**src/rtl/load_store_unit_if.sv**
```systemverilog
// Core-side and memory-side signal bundle of the load/store unit.
// The slave modport is the unit's own view; master is the core/memory environment.
interface load_store_unit_if;
   logic        core_req_i;
   logic        core_we_i;
   logic [2:0]  core_size_i;
   logic [31:0] core_addr_i;
   logic [31:0] core_wd_i;
   logic [31:0] core_rd_o;
   logic        core_stall_o;
   logic        bus_err_o;
   logic        misalign_o;
   logic        mem_req_o;
   logic        mem_we_o;
   logic [3:0]  mem_be_o;
   logic [31:0] mem_addr_o;
   logic [31:0] mem_wd_o;
   logic [31:0] mem_rd_i;
   logic        mem_ready_i;

   modport slave (
      input  core_req_i, core_we_i, core_size_i, core_addr_i, core_wd_i,
      input  mem_rd_i, mem_ready_i,
      output core_rd_o, core_stall_o, bus_err_o, misalign_o,
      output mem_req_o, mem_we_o, mem_be_o, mem_addr_o, mem_wd_o
   );

   modport master (
      output core_req_i, core_we_i, core_size_i, core_addr_i, core_wd_i,
      output mem_rd_i, mem_ready_i,
      input  core_rd_o, core_stall_o, bus_err_o, misalign_o,
      input  mem_req_o, mem_we_o, mem_be_o, mem_addr_o, mem_wd_o
   );
endinterface

```
**src/rtl/load_store_unit.sv**
```systemverilog
// Load/store unit: IDLE -> WAIT -> DONE memory handshake with byte lanes, load extension
// and bounded wait. Optional macro LSU_MISALIGN_CHECK_EN blocks misaligned H/W accesses.
module load_store_unit #(
   parameter int TIMEOUT_CYCLES = 16
) (
   input  logic               clk_i,
   input  logic               rst_i,
   load_store_unit_if.slave   bus
);
   localparam int CNT_W = (TIMEOUT_CYCLES > 1) ? $clog2(TIMEOUT_CYCLES) : 1;

   typedef enum logic [1:0] {ST_IDLE = 2'd0, ST_WAIT = 2'd1, ST_DONE = 2'd2} state_t;

   state_t             state_r;
   state_t             state_next_s;
   logic [CNT_W-1:0]   cnt_r;
   logic [2:0]         size_r;
   logic [1:0]         off_r;
   logic               we_r;
   logic [31:0]        rd_r;
   logic               bus_err_r;
   logic               misalign_s;
   logic               issue_s;
   logic               timeout_s;
   logic               mem_req_s;
   logic               mem_we_s;
   logic               stall_s;
   logic [3:0]         be_s;
   logic [31:0]        wd_s;
   logic [31:0]        rd_ext_s;
   logic [7:0]         byte_s;
   logic [15:0]        half_s;

   // 0 = byte, 1 = half, 2 = word; unknown codes behave as word
   function automatic logic [1:0] size_class(input logic [2:0] size);
      case (size)
         3'd0, 3'd4: size_class = 2'd0;
         3'd1, 3'd5: size_class = 2'd1;
         default:    size_class = 2'd2;
      endcase
   endfunction

`ifdef LSU_MISALIGN_CHECK_EN
   // Flag misaligned half/word requests at issue time
   always_comb begin
      misalign_s = 1'b0;
      if (!rst_i && state_r == ST_IDLE && bus.core_req_i) begin
         case (size_class(bus.core_size_i))
            2'd1:    misalign_s = bus.core_addr_i[0];
            2'd2:    misalign_s = (bus.core_addr_i[1:0] != 2'b00);
            default: misalign_s = 1'b0;
         endcase
      end else begin
         misalign_s = 1'b0;
      end
   end
`else
   assign misalign_s = 1'b0;
`endif

   assign issue_s   = (state_r == ST_IDLE) && bus.core_req_i && !misalign_s;
   assign timeout_s = (TIMEOUT_CYCLES != 0) && (int'(cnt_r) == TIMEOUT_CYCLES - 1);

   // State register
   always_ff @(posedge clk_i) begin
      if (rst_i) begin
         state_r <= ST_IDLE;
      end else begin
         state_r <= state_next_s;
      end
   end

   // Next-state logic
   always_comb begin
      state_next_s = state_r;
      case (state_r)
         ST_IDLE: state_next_s = issue_s ? ST_WAIT : ST_IDLE;
         ST_WAIT: state_next_s = (bus.mem_ready_i || timeout_s) ? ST_DONE : ST_WAIT;
         ST_DONE: state_next_s = ST_IDLE;
         default: state_next_s = ST_IDLE;
      endcase
   end

   // FSM outputs; reset forces the request and stall low in the same cycle
   always_comb begin
      mem_req_s = 1'b0;
      mem_we_s  = 1'b0;
      stall_s   = 1'b0;
      if (rst_i) begin
         mem_req_s = 1'b0;
      end else begin
         case (state_r)
            ST_IDLE: begin
               mem_req_s = issue_s;
               mem_we_s  = issue_s && bus.core_we_i;
               stall_s   = issue_s;
            end
            ST_WAIT: begin
               mem_req_s = 1'b1;
               mem_we_s  = we_r;
               stall_s   = 1'b1;
            end
            default: mem_req_s = 1'b0;
         endcase
      end
   end

   // Counter, request capture, load result and error pulse
   always_ff @(posedge clk_i) begin
      if (rst_i) begin
         cnt_r     <= '0;
         size_r    <= 3'd0;
         off_r     <= 2'd0;
         we_r      <= 1'b0;
         rd_r      <= 32'd0;
         bus_err_r <= 1'b0;
      end else begin
         bus_err_r <= 1'b0;
         case (state_r)
            ST_IDLE: begin
               cnt_r <= '0;
               if (issue_s) begin
                  size_r <= bus.core_size_i;
                  off_r  <= bus.core_addr_i[1:0];
                  we_r   <= bus.core_we_i;
               end
            end
            ST_WAIT: begin
               cnt_r <= cnt_r + 1'b1;
               if (bus.mem_ready_i) begin
                  rd_r <= we_r ? 32'd0 : rd_ext_s;
               end else if (timeout_s) begin
                  rd_r      <= 32'd0;
                  bus_err_r <= 1'b1;
               end
            end
            default: cnt_r <= '0;
         endcase
      end
   end

   // Byte enables and lane-replicated store data from the live core request
   always_comb begin
      be_s = 4'b1111;
      wd_s = bus.core_wd_i;
      case (size_class(bus.core_size_i))
         2'd0: begin
            be_s = 4'b0001 << bus.core_addr_i[1:0];
            wd_s = {4{bus.core_wd_i[7:0]}};
         end
         2'd1: begin
            be_s = 4'b0011 << {bus.core_addr_i[1], 1'b0};
            wd_s = {2{bus.core_wd_i[15:0]}};
         end
         default: begin
            be_s = 4'b1111;
            wd_s = bus.core_wd_i;
         end
      endcase
   end

   // Load extraction uses the offset captured at issue
   assign byte_s = bus.mem_rd_i[8*off_r +: 8];
   assign half_s = off_r[1] ? bus.mem_rd_i[31:16] : bus.mem_rd_i[15:0];

   always_comb begin
      case (size_r)
         3'd0:    rd_ext_s = {{24{byte_s[7]}}, byte_s};
         3'd4:    rd_ext_s = {24'd0, byte_s};
         3'd1:    rd_ext_s = {{16{half_s[15]}}, half_s};
         3'd5:    rd_ext_s = {16'd0, half_s};
         default: rd_ext_s = bus.mem_rd_i;
      endcase
   end

   assign bus.mem_req_o    = mem_req_s;
   assign bus.mem_we_o     = mem_we_s;
   assign bus.core_stall_o = stall_s;
   assign bus.mem_be_o     = mem_req_s ? be_s : 4'b0000;
   assign bus.mem_wd_o     = mem_req_s ? wd_s : 32'd0;
   assign bus.mem_addr_o   = mem_req_s ? bus.core_addr_i : 32'd0;
   assign bus.core_rd_o    = rd_r;
   assign bus.bus_err_o    = bus_err_r;
   assign bus.misalign_o   = misalign_s;
endmodule
```
**src/flat_wrapper.sv**
```systemverilog
// flat-port wrapper written by rule: the top's interface ports become plain ports
module load_store_unit_flat 
#(
   parameter int TIMEOUT_CYCLES = 16
)
  (clk_i, rst_i, bus_core_req_i, bus_core_we_i, bus_core_size_i, bus_core_addr_i, bus_core_wd_i, bus_mem_rd_i, bus_mem_ready_i, bus_core_rd_o, bus_core_stall_o, bus_bus_err_o, bus_misalign_o, bus_mem_req_o, bus_mem_we_o, bus_mem_be_o, bus_mem_addr_o, bus_mem_wd_o);
  load_store_unit_if bus_i ();
  input  logic clk_i;
  input  logic rst_i;
  input wire logic [$bits(bus_i.core_req_i)-1:0] bus_core_req_i;
  input wire logic [$bits(bus_i.core_we_i)-1:0] bus_core_we_i;
  input wire logic [$bits(bus_i.core_size_i)-1:0] bus_core_size_i;
  input wire logic [$bits(bus_i.core_addr_i)-1:0] bus_core_addr_i;
  input wire logic [$bits(bus_i.core_wd_i)-1:0] bus_core_wd_i;
  input wire logic [$bits(bus_i.mem_rd_i)-1:0] bus_mem_rd_i;
  input wire logic [$bits(bus_i.mem_ready_i)-1:0] bus_mem_ready_i;
  output wire logic [$bits(bus_i.core_rd_o)-1:0] bus_core_rd_o;
  output wire logic [$bits(bus_i.core_stall_o)-1:0] bus_core_stall_o;
  output wire logic [$bits(bus_i.bus_err_o)-1:0] bus_bus_err_o;
  output wire logic [$bits(bus_i.misalign_o)-1:0] bus_misalign_o;
  output wire logic [$bits(bus_i.mem_req_o)-1:0] bus_mem_req_o;
  output wire logic [$bits(bus_i.mem_we_o)-1:0] bus_mem_we_o;
  output wire logic [$bits(bus_i.mem_be_o)-1:0] bus_mem_be_o;
  output wire logic [$bits(bus_i.mem_addr_o)-1:0] bus_mem_addr_o;
  output wire logic [$bits(bus_i.mem_wd_o)-1:0] bus_mem_wd_o;
  assign bus_i.core_req_i = bus_core_req_i;
  assign bus_i.core_we_i = bus_core_we_i;
  assign bus_i.core_size_i = bus_core_size_i;
  assign bus_i.core_addr_i = bus_core_addr_i;
  assign bus_i.core_wd_i = bus_core_wd_i;
  assign bus_i.mem_rd_i = bus_mem_rd_i;
  assign bus_i.mem_ready_i = bus_mem_ready_i;
  assign bus_core_rd_o = bus_i.core_rd_o;
  assign bus_core_stall_o = bus_i.core_stall_o;
  assign bus_bus_err_o = bus_i.bus_err_o;
  assign bus_misalign_o = bus_i.misalign_o;
  assign bus_mem_req_o = bus_i.mem_req_o;
  assign bus_mem_we_o = bus_i.mem_we_o;
  assign bus_mem_be_o = bus_i.mem_be_o;
  assign bus_mem_addr_o = bus_i.mem_addr_o;
  assign bus_mem_wd_o = bus_i.mem_wd_o;
  load_store_unit #(.TIMEOUT_CYCLES(TIMEOUT_CYCLES)) u_core (.clk_i(clk_i), .rst_i(rst_i), .bus(bus_i));
endmodule
```
**config.mk**
```make
export PLATFORM = sky130hd
export DESIGN_NAME = load_store_unit_flat
export DESIGN_NICKNAME = d
export VERILOG_FILES = /design/src/rtl/load_store_unit_if.sv /design/src/rtl/load_store_unit.sv /design/src/flat_wrapper.sv
export SDC_FILE = /design/constraint.sdc
export NUM_CORES = 1
export LEC_CHECK = 0
export ABC_CLOCK_PERIOD_IN_PS = 2100
export CORE_ASPECT_RATIO = 0.7
export CORE_MARGIN = 5
export CORE_UTILIZATION = 32
export CTS_CLUSTER_SIZE = 30
export DETAILED_ROUTE_END_ITERATION = 8
export PLACE_DENSITY_LB_ADDON = 0.05
export SLEW_MARGIN = 40
export SYNTH_ARGS = -nofsm -noshare
export SYNTH_HDL_FRONTEND = slang
export SYNTH_SLANG_ARGS = --single-unit
```
**constraint.sdc**
```tcl
create_clock -name clk_i -period 2.1 [get_ports clk_i]
set_clock_uncertainty 0.2 [all_clocks]
set_input_delay 0.42 -clock clk_i [delete_from_list [all_inputs] [get_ports clk_i]]
set_output_delay 0.42 -clock clk_i [all_outputs]
set_load 0.01 [all_outputs]
```
==> impl_metrics.env <==
export IMPL_cts_sinks=45
export IMPL_synth_common_cells="dfxtp_1 (45), nor2_1 (44), and2_1 (39)"
export IMPL_synth_most_common_cell="dfxtp_1"
export IMPL_multi_input_area_sq_mm=0.002013
export IMPL_worstPathArrival_ns=1.44
export IMPL_ys_top_cells_by_area="dfxtp_1 (30%), and2_1 (8.1%), mux2i_1 (7.6%)"
export IMPL_grt_pass1_vias=3559
export IMPL_first_iter_violations=217
export IMPL_finish_utilization_pct=60.24
export IMPL_cts_buffers=5
export IMPL_synthFlopType="dfxtp_1"
export IMPL_drc=0
export IMPL_synthDistinctLibCells=41
export IMPL_ys_ff_latch=45
export IMPL_coreArea_sq_mm=0.009144
export IMPL_worstPathMaxFanout=4
export IMPL_synth_cells=391
export IMPL_fin_crit_ns=2.056
export IMPL_synth_top_area_share_pct=29.86
export IMPL_hold_path_class="register to register"
export IMPL_final_cells=746
export IMPL_ys_seq_area_share_pct=29.86
export IMPL_critPathTopFamily="buffers and inverters"
export IMPL_synth_xor_area_share_pct=0.5807
export IMPL_hold_violations=0
export IMPL_cap_violations=0
export IMPL_synth_compound_area_share_pct=22.48
export IMPL_cp_end_kind="primary output"
export IMPL_avgSynthCellArea_sq_um=7.715
export IMPL_postSynth_asyncResetShare_pct=0
export IMPL_final_antenna_net_count=0
export IMPL_num_rows=29
export IMPL_worstPathCellList="clkdlybuf4s50_1 -> inv_1 -> o21ai_0 -> a21oi_2 -> buf_2"
export IMPL_startpoint_type="input port"
export IMPL_vias_per_cell=4.808
export IMPL_synth_mux_area_share_pct=10.24
export IMPL_synth_top_cell_by_area="dfxtp_1"
export IMPL_holdWs_ns=0.2487
export IMPL_wl_per_cell_um=16.65
export IMPL_overflow=0
export IMPL_diodes=0
export IMPL_cts_root_buffer="clkbuf_16"
export IMPL_crit_path_top_delay_cell="clkdlybuf4s50_1"
export IMPL_max_freq_mhz=486.4
export IMPL_wl_um=12420
export IMPL_critPathKind="input port to primary output"
export IMPL_antenna_found_initial=0
export IMPL_detailroute_via_count=3587
export IMPL_synth_nets=496
export IMPL_synth_top_family_by_area="simple AND/OR/NAND/NOR gates"
export IMPL_clk_pin_slew_ns=0.06
export IMPL_start_util_pct=32.99
export IMPL_r2r_slack_ns=0.16
export IMPL_outcome="finished clean"
export IMPL_die_h_um=91.24
export IMPL_dp_cells=730
export IMPL_maxSlewViolCount=0
export IMPL_clock_path_buffers=2
export IMPL_synth_cell_area_sq_mm=0.003017
export IMPL_grt_usage_pct=20.04
export IMPL_finalCritPeriodShare_pct=97.91
export IMPL_syn2layout_area_growth_pct=82.58
export IMPL_synth_fa_ha_area_share_pct=0.4148
export IMPL_ff_latch_area_sq_um=903.4
export IMPL_required_ns=1.48
export IMPL_max_stage_delay_ns=0.47
export IMPL_nets=727
export IMPL_drive_above_1_share_pct=26.69
export IMPL_fin_tns_setup_ns=0
export IMPL_setup_violations=0
export IMPL_cts_tree="done"
export IMPL_firstDrtPassIters=4
export IMPL_clock_latency_ns=0.29
export IMPL_cts_max_level=2
export IMPL_synth_simple_area_share_pct=29.90
export IMPL_p_leak_nw=2.363
export IMPL_grt_max_degree=33
export IMPL_synth_edf_count=0
export IMPL_ir_drop_uv=324.8
export IMPL_die_w_um=126.1
export IMPL_p_per_area_mw_per_mm2=488.3
export IMPL_ios=209
export IMPL_io_buffers=207
export IMPL_gp_congestion=0.8660
export IMPL_fill_cells=872
export IMPL_hpwl_um=9448
export IMPL_critPathBufInv=3
export IMPL_yosysWarnings=0
export IMPL_die_area_sq_mm=0.01150
export IMPL_grt_pass1_wl_um=18820
## registers in the layout (all words and copies together) (netlist names)
register and count:
u_core.bus.bus_err_o 1, u_core.bus.core_rd_o 32, u_core.cnt_r 4, u_core.off_r 2
u_core.size_r 3, u_core.state_r 2, u_core.we_r 1
## final timing paths
path,start,end,cells past startpoint
hold reg to reg,u_core.cnt_r[0],u_core.cnt_r[0],1
setup reg to reg,u_core.state_r[0],u_core.bus.core_rd_o[21],5
setup / recovery,bus_core_addr_i[1],bus_mem_be_o[1],5
hold / removal,u_core.cnt_r[0],u_core.cnt_r[0],1
## kinds of logic after synthesis
logic type | after synthesis
other | 1
AND/OR/NAND/NOR | 170
AO/OA/AOI/OAI | 101
multiplexers | 30
flip-flops | 45
buffers and inverters | 41
adder cells (fa/ha/maj) | 1
XOR/XNOR | 2
## report_power, final
part	internal (mW)	leakage (nW)	switching, mW	total (mW)
registers	0.896	0.366	0.0290	0.925
logic	0.539	1.93	0.434	0.973
clock network	0.467	0.0690	0.325	0.791
## final cells by class
type	instances	area share [%]
clock buffer	6	2.522
clock inverter	1	0.1363
inverter	6	0.4543
multi-input combinational	305	36.55
sequential	45	16.40
tap	124	2.817
timing repair buffer	259	41.12
## worst reg2reg max path, cell delays in order (launching register included)
cell and delay (ns):
dfxtp_2 0.36, buf_4 0.16, or3b_1 0.43, a2111oi_4 0.43
buf_12 0.19, a22o_1 0.12
## layer usage
layer  up-vias  part of all wire, %  track usage, %
met3        17                  7.8           6.158
met2       135                   47           34.07
met1      1611                   44           25.01
met5         -                    0               0
li1       1824                    -               -
met4         0                  1.4           4.643
## per-stage QoR
| stage | setup WS, ns | cell area (sq um) | power (mW) |
|---|---|---|---|
| 2_1_floorplan | 0.06458 | 3017 | 1.339 |
| 3_3_place_gp | -0.5810 | 5469 | 1.903 |
| 3_5_place_dp | -0.5954 | 5469 | 1.913 |
| 4_1_cts | -0.02557 | 5517 | 2.676 |
| 5_1_grt | -0.009388 | 5508 | 2.828 |
| 6_report | 0.04392 | 5508 | 2.689 |
## placed cells by master, fill, tap and decap left out, types with 3 or more instances in the layout
cell / n
clkbuf_16: 7
and2_1: 36
nor2_2: 6
nor2_1: 37
a21oi_2: 6
a21oi_1: 27
clkdlybuf4s50_1: 131
and3b_1: 5
inv_1: 5
nor3_1: 3
mux2_2: 6
clkbuf_2: 17
buf_4: 33
a22o_1: 17
a32o_1: 8
o21ai_0: 25
or3_1: 7
and2_4: 3
dfxtp_1: 43
a211o_1: 5
mux2i_1: 23
nand2b_1: 31
nand2_1: 29
buf_6: 8
buf_12: 6
buf_2: 55
## repair_timing
item                       in CTS  in global routing
setup buffers                   2                  0
cloned                          4                  3
pin swaps                       1                  2
setup endpoints to repair      87                 76
hold buffers                    0                  0
gates resized for setup       257                 61
No activity file was read; power rests on OpenSTA's default activity.
